### config.mk
export PLATFORM = sky130hd
export DESIGN_NAME = spi_slave
export DESIGN_NICKNAME = d
export VERILOG_FILES = /design/src/rtl/spi_slave.sv
export SDC_FILE = /design/constraint.sdc
export NUM_CORES = 1
export LEC_CHECK = 0
export CORE_UTILIZATION = 48
export DETAILED_ROUTE_END_ITERATION = 6
export PLACE_DENSITY_LB_ADDON = 0.25
export SETUP_SLACK_MARGIN = 0.2
export SYNTH_ARGS = -nofsm -noshare
export SYNTH_HDL_FRONTEND = slang
export SYNTH_SLANG_ARGS = --single-unit
### constraint.sdc
create_clock -name clk -period 1.8 [get_ports clk]
set_input_delay 0.45 -clock clk [delete_from_list [all_inputs] [get_ports clk]]
set_output_delay 0.45 -clock clk [all_outputs]
set_load 0.005 [all_outputs]
### src/rtl/spi_slave.sv
// Mode-0 SPI slave, LSB first, with single-byte transmit and receive buffers.
// Define SPI_SLAVE_OVERRUN_EN to drop bytes that arrive while rx_data is unacknowledged and flag overrun.
module spi_slave #(
    parameter int unsigned SYNC_STAGES = 2
) (
    input  logic       clk,
    input  logic       rst,
    input  logic       sclk,
    input  logic       cs_n,
    input  logic       mosi,
    output logic       miso,
    input  logic [7:0] tx_data,
    input  logic       tx_load,
    output logic       tx_ready,
    output logic [7:0] rx_data,
    output logic       rx_valid,
    input  logic       rx_ack,
`ifdef SPI_SLAVE_OVERRUN_EN
    output logic       overrun,
`endif
    output logic       busy
);

    localparam int unsigned BYTE_W = 8;
    localparam int unsigned CNT_W  = 3;

    typedef enum logic {
        IDLE  = 1'b0,
        SHIFT = 1'b1
    } state_t;

    state_t r_state;
    state_t w_state_next;

    logic [SYNC_STAGES-1:0] r_sclk_sync;
    logic [SYNC_STAGES-1:0] r_cs_sync;
    logic [SYNC_STAGES-1:0] r_mosi_sync;
    logic                   r_sclk_d;
    logic                   r_cs_d;

    logic [BYTE_W-1:0] r_tx_buf;
    logic              r_tx_ready;
    logic [BYTE_W-1:0] r_tx_shift;
    logic [BYTE_W-2:0] r_rx_shift;
    logic [CNT_W-1:0]  r_bit_cnt;
    logic [BYTE_W-1:0] r_rx_data;
    logic              r_rx_valid;

    logic              w_sclk_s;
    logic              w_cs_s;
    logic              w_mosi_s;
    logic              w_sclk_rise;
    logic              w_sclk_fall;
    logic              w_cs_fall;
    logic              w_cs_rise;
    logic              w_enter;
    logic              w_exit;
    logic              w_shift_rise;
    logic              w_shift_fall;
    logic              w_done;
    logic              w_consume;
    logic [BYTE_W-1:0] w_tx_src;
    logic [BYTE_W-1:0] w_rx_next;

    // Input synchronizers plus one delay flop each for edge detection.
    always_ff @(posedge clk or negedge rst) begin
        if (!rst) begin
            r_sclk_sync <= '0;
            r_cs_sync   <= '1;
            r_mosi_sync <= '0;
            r_sclk_d    <= 1'b0;
            r_cs_d      <= 1'b1;
        end else begin
            r_sclk_sync <= {r_sclk_sync[SYNC_STAGES-2:0], sclk};
            r_cs_sync   <= {r_cs_sync[SYNC_STAGES-2:0], cs_n};
            r_mosi_sync <= {r_mosi_sync[SYNC_STAGES-2:0], mosi};
            r_sclk_d    <= w_sclk_s;
            r_cs_d      <= w_cs_s;
        end
    end

    assign w_sclk_s    = r_sclk_sync[SYNC_STAGES-1];
    assign w_cs_s      = r_cs_sync[SYNC_STAGES-1];
    assign w_mosi_s    = r_mosi_sync[SYNC_STAGES-1];
    assign w_sclk_rise = w_sclk_s & ~r_sclk_d;
    assign w_sclk_fall = ~w_sclk_s & r_sclk_d;
    assign w_cs_fall   = ~w_cs_s & r_cs_d;
    assign w_cs_rise   = w_cs_s & ~r_cs_d;

    always_ff @(posedge clk or negedge rst) begin
        if (!rst) begin
            r_state <= IDLE;
        end else begin
            r_state <= w_state_next;
        end
    end

    always_comb begin
        w_state_next = r_state;
        w_enter      = 1'b0;
        w_exit       = 1'b0;
        case (r_state)
            IDLE: begin
                if (w_cs_fall) begin
                    w_state_next = SHIFT;
                    w_enter      = 1'b1;
                end
            end
            SHIFT: begin
                if (w_cs_rise) begin
                    w_state_next = IDLE;
                    w_exit       = 1'b1;
                end
            end
            default: w_state_next = IDLE;
        endcase
    end

    assign w_shift_rise = (r_state == SHIFT) && w_sclk_rise;
    assign w_shift_fall = (r_state == SHIFT) && w_sclk_fall;
    assign w_done       = w_shift_rise && (r_bit_cnt == CNT_W'(BYTE_W - 1));
    assign w_consume    = w_enter || w_done;
    assign w_tx_src     = r_tx_ready ? '0 : r_tx_buf;
    assign w_rx_next    = {w_mosi_s, r_rx_shift};

    // Transmit side: buffer handshake and shifter; miso is the shifter LSB, zero while idle.
    // The falling edge right after a byte wrap must not shift, or the reloaded bit 0 would be lost.
    always_ff @(posedge clk or negedge rst) begin
        if (!rst) begin
            r_tx_buf   <= '0;
            r_tx_ready <= 1'b1;
            r_tx_shift <= '0;
        end else begin
            if (w_consume) begin
                r_tx_ready <= 1'b1;
            end else if (tx_load && r_tx_ready) begin
                r_tx_buf   <= tx_data;
                r_tx_ready <= 1'b0;
            end

            if (w_exit) begin
                r_tx_shift <= '0;
            end else if (w_consume) begin
                r_tx_shift <= w_tx_src;
            end else if (w_shift_fall && (r_bit_cnt != '0)) begin
                r_tx_shift <= {1'b0, r_tx_shift[BYTE_W-1:1]};
            end
        end
    end

    // Receive side: shifter, bit counter and the output byte register.
    always_ff @(posedge clk or negedge rst) begin
        if (!rst) begin
            r_rx_shift <= '0;
            r_bit_cnt  <= '0;
            r_rx_data  <= '0;
            r_rx_valid <= 1'b0;
        end else begin
            if (w_enter) begin
                r_bit_cnt <= '0;
            end else if (w_shift_rise) begin
                r_bit_cnt <= r_bit_cnt + CNT_W'(1);
            end

            if (w_shift_rise) begin
                r_rx_shift <= w_rx_next[BYTE_W-1:1];
            end

`ifdef SPI_SLAVE_OVERRUN_EN
            if (w_done && !(r_rx_valid && !rx_ack)) begin
`else
            if (w_done) begin
`endif
                r_rx_data  <= w_rx_next;
                r_rx_valid <= 1'b1;
            end else if (rx_ack) begin
                r_rx_valid <= 1'b0;
            end
        end
    end

`ifdef SPI_SLAVE_OVERRUN_EN
    logic r_overrun;

    always_ff @(posedge clk or negedge rst) begin
        if (!rst) begin
            r_overrun <= 1'b0;
        end else if (w_done && r_rx_valid && !rx_ack) begin
            r_overrun <= 1'b1;
        end else if (rx_ack) begin
            r_overrun <= 1'b0;
        end
    end

    assign overrun = r_overrun;
`endif

    assign miso     = r_tx_shift[0];
    assign tx_ready = r_tx_ready;
    assign rx_data  = r_rx_data;
    assign rx_valid = r_rx_valid;
    assign busy     = (r_state == SHIFT);

endmodule
======== Word-level counts from Yosys, hierarchy flattened ========
Index checks and enable logic that the tools add are counted.
storage, ports and cells
  word-level logic and storage cells ...... 53
  output and inout bits ................... 12
  input port bits ......................... 15
  flip-flop bits (word level) ............. 45
cells by class
  equal/unequal tests ..................... 1
  reduce and logical (&&, ||, !) cells .... 12
  bitwise logic cells ..................... 10
  mux-type cells .......................... 16
  add/subtract/negate cells ............... 1
operator list
  operator                                                       count
  8-bit 2-to-1 mux                                               4
  1-bit 2-to-1 mux                                               9
  3-bit 2-to-1 mux                                               2
  1-bit inverter                                                 6
  2-bit nonzero test                                             3
  3-bit nonzero test                                             2
  1-bit logical AND                                              5
  1-bit bitwise AND                                              4
  3-bit by 1-bit adder with 3-bit output, second input constant  1
  3-bit == test, second input constant                           1
  1-bit one-hot mux with 2 select lines                          1
  2-bit AND reduction                                            1
  1-bit logical OR                                               1

======== Depth between registers and ports, before layout ========
  word-level depth ........................ 7
  gate-level depth with buffers ........... 6
  gate-level depth less buffers ........... 6

======== Worst setup path after synthesis ========
Ideal clock, no wire load.
  kind .................................... reg-to-reg
  from .................................... register r_bit_cnt[0]
  to ...................................... register r_tx_buf[0]
  library setup time ...................... 125 ps
  data required time ...................... 1675 ps
  arrival ................................. 1625 ps
  clock period less this slack ............ 1750 ps
  path slack .............................. 50 ps
  cell stages (with the launch flop) ...... 7
  buffers on the path ..................... 1
  cell sequence ........................... dfrtp_1 ha_1 ha_1 a21oi_4 and3_4 buf_8 mux2_4
on the way
  word-level cells in the longest chain between the ends .. 5
ends and longest elaborated chain
  item                                  line  text
  start, declared                       45    logic [CNT_W-1:0] r_bit_cnt;
  start signal, assigned                162   r_bit_cnt <= r_bit_cnt + CNT_W'(1);
  3-bit == test                         121   assign w_done = w_shift_rise && (r_bit_cnt == CNT_W'(BYTE_W - 1));
  1-bit logical AND                     121
  1-bit logical OR                      122   assign w_consume = w_enter || w_done;
  1-bit inverter (no source line)       --
  2-bit AND reduction (no source line)  --
  end signal, assigned                  137   r_tx_buf <= tx_data;
  end, declared                         41    logic [BYTE_W-1:0] r_tx_buf;
No other way between the ends.
A chain may end at the register's enable or synchronous reset.

======== Worst setup path in the final report ========
  from .................................... register r_bit_cnt[0]
  to ...................................... register r_tx_buf[1]
Same word-level chain as after synthesis.

==> flow_metrics.tcl <==
set metrics [dict create \
    hold_ws_ps 104 \
    dieArea_mm2 0.00408 \
    p_int_mw 1.86 \
    yosys_warnings 0 \
    hold_class "in -> async" \
    setup_ws_ps 140 \
    power_switching_mw 0.703 \
    crit_family "flip-flops" \
    drtIter0Drc 15 \
    relSlewSlack_pct 68.1 \
    syn2layout_area_growth_pct 28.5 \
    r2r_cells 5 \
    die_x_um 63.9 \
    critical_path_buf_inv_count 0 \
    grt_pass1_wl_mm 5.60 \
    place_inst 212 \
    worstMarginPinSlew_ps 478 \
    synthCells 138 \
    crit_chain "ha_2 > ha_4 > a21oi_4 > and3_4 > mux2_4" \
    htreeDepth 2 \
    cts_tree "yes" \
    yosys.area.top_type "dfrtp_1" \
    ys_ff_latch 45 \
    seqPwrFrac_pct 54.0 \
    syn_area_mm2 0.00184 \
    slew_violations 0 \
    grt_use_total_pct 18.6 \
    routed_wl_mm 3.22 \
    avgViaCountPerCell 5.16 \
    dp_hpwl_mm 2.21 \
    status "completed" \
    drive_above_1_share_pct 28.8 \
    powerDensity_mw_per_mm2 1090 \
    final_hold_viol_count 0 \
    portBuffers 26 \
    crit_arrival_ps 1840 \
    synth.distinct_cells 25 \
    post-route-drc-count 0 \
    fin_util_pct 64.5 \
    reg2reg_to "r_tx_buf[1]" \
    cap_violations 0 \
    die_h_um 63.9 \
    routabilityCongestion 0.722 \
    path_clk_slew_ps 80 \
    grt_max_degree 26 \
    p_comb_share_pct 23.2 \
    final_cell_mix "dfrtp_1, nand2_1, clkdlybuf4s50_1" \
    num_antenna_cells 0 \
    yosys-top-cells-area "dfrtp_1, mux2_4, dfstp_2" \
    synth_seq_area_share_pct 61.6 \
    fin_crit_ps 1660 \
    swShare_pct 27.4 \
    fin_skew_ps 5.36 \
    ir_drop_uv 660 \
    critPathMaxFanout 8 \
    root_buffer "clkbuf_8" \
    rsz0062_at_grt "yes" \
    num_vias 1160 \
    crit_slowest_cell "dfrtp_1" \
    p_clk_share_pct 22.8 \
    power_mw 2.57 \
    core_area_mm2 0.00366 \
    pre_cts_ws_ps 113 \
    gr-total-overflow 0 \
    max_stage_delay_ps 420 \
    placed_cell_area_mm2 0.00220 \
    crit_path_start_kind "flop" \
    antenna_found_initial 0 \
    numCtsBuffers 5 \
    syn_nets 156 \
    ant_nets 0 \
    layout_commonest_cell "dfrtp_1" \
    rows 22 \
    max_freq_mhz 602 \
    ioPinCount 27 \
    nets 194 \
    synth_area_per_cell_um2 13.3 \
    worstSetupPathType "reg -> reg" \
    setup_violations 0 \
    fin_tns_setup_ps 0 \
    cts_num_sinks 45 \
    final-instance-count-excl-fill 225 \
    leakage_nw 1.18 \
    start_util_pct 50.2 \
    dr.pass1.iters 4 \
    period_share_pct 92.2 \
    final_area_mm2 0.00236 \
    cp-end-kind "flop" \
    synth_top_area_share_pct 55.9 \
    cts_buffer_depth 2 \
    wire_per_inst_um 14.3 \
    grt_pass1_vias 1196 \
    reg2reg_slack_ps 140 \
    worstSkewPairLatency_ps 290 \
    required_ps 1980 \
    rr_startpoint "r_bit_cnt[0]" \
]
## state kept, by name, indices dropped and copies added, names as in the netlist, 2 cells and up
register,flops
r_tx_buf,8
r_sclk_sync,2
r_tx_shift,8
r_mosi_sync,2
r_bit_cnt,3
r_cs_sync,2
r_rx_shift,7
rx_data,8
## power by group through the flow
stage / registers [mW] / clock network (mW) / logic, mW
6_report: 1.39 / 0.584 / 0.597
4_1_cts: 1.37 / 0.611 / 0.556
5_1_grt: 1.41 / 0.653 / 0.658
3_3_place_gp: 1.39 / 0 / 0.495
3_5_place_dp: 1.40 / 0 / 0.519
2_1_floorplan: 1.35 / 0 / 0.355
## cell families (layout without fill, tap and decap cells)
group | count (synthesis) | in the layout | share of synthesized area [%]
buffers and inverters | 9 | 48 | 2.66
flip-flops | 45 | 45 | 61.6
AND/OR/NAND/NOR | 36 | 36 | 10.3
XOR/XNOR | 1 | 1 | 0.477
AO/OA/AOI/OAI | 21 | 21 | 7.70
multiplexers | 23 | 23 | 15.3
adder cells (fa/ha/maj) | 3 | 3 | 2.04
## per-layer routing
layer,vias to the layer above,GRT usage (%),part of all wire (%)
met5,-,0,0
met4,0,8.52,1.8
met3,7,5.54,4.3
met2,26,31.0,51
met1,576,22.1,43
li1,551,-,-
## how the worst max path moves through the flow
stage | from | to | slack, ps | depth (start not counted)
3_5_place_dp | r_bit_cnt[0] | r_tx_buf[1] | 110 | 5
5_1_grt | r_bit_cnt[1] | r_tx_buf[5] | 80 | 5
2_1_floorplan | r_bit_cnt[0] | r_tx_buf[0] | 100 | 6
4_1_cts | r_bit_cnt[1] | r_tx_buf[1] | 130 | 5
6_report | r_bit_cnt[0] | r_tx_buf[1] | 140 | 5
3_3_place_gp | tx_load | r_tx_buf[6] | 160 | 3
## synth_stat cells
cell type and n:
dfrtp_1 41, nand2_1 24, a21oi_1 8, mux2_2 8
mux2_4 8, a211oi_1 7, mux2i_1 7, dfstp_2 4
inv_1 4, buf_2 3, ha_1 3, nor2_1 3
o21ai_0 3, a22o_1 2, and3b_1 2, nand3b_1 2
a21oi_4 1, and3_4 1, buf_1 1, buf_8 1
nor2b_1 1, nor3_4 1, nor3b_2 1, or3b_1 1
xnor2_1 1
## repair_timing
| item | in CTS | in global routing |
|---|---|---|
| hold buffers | 0 | 0 |
| cloned | 0 | 0 |
| hold endpoints to repair | 0 | 0 |
| gates resized for setup | 8 | 13 |
| buffers inserted | 4 | 1 |
| setup endpoints to repair | 17 | 28 |
| pin swaps | 2 | 4 |
## cell type report
cell class,count,area [um^2]
sequential,45,1130
fill,296,1300
clock inverter,2,10.0
tap,48,60.1
multi-input combinational,84,714
timing repair buffer,36,355
clock buffer,6,72.6
inverter,4,15.0
No activity file was read; power rests on OpenSTA's default activity.
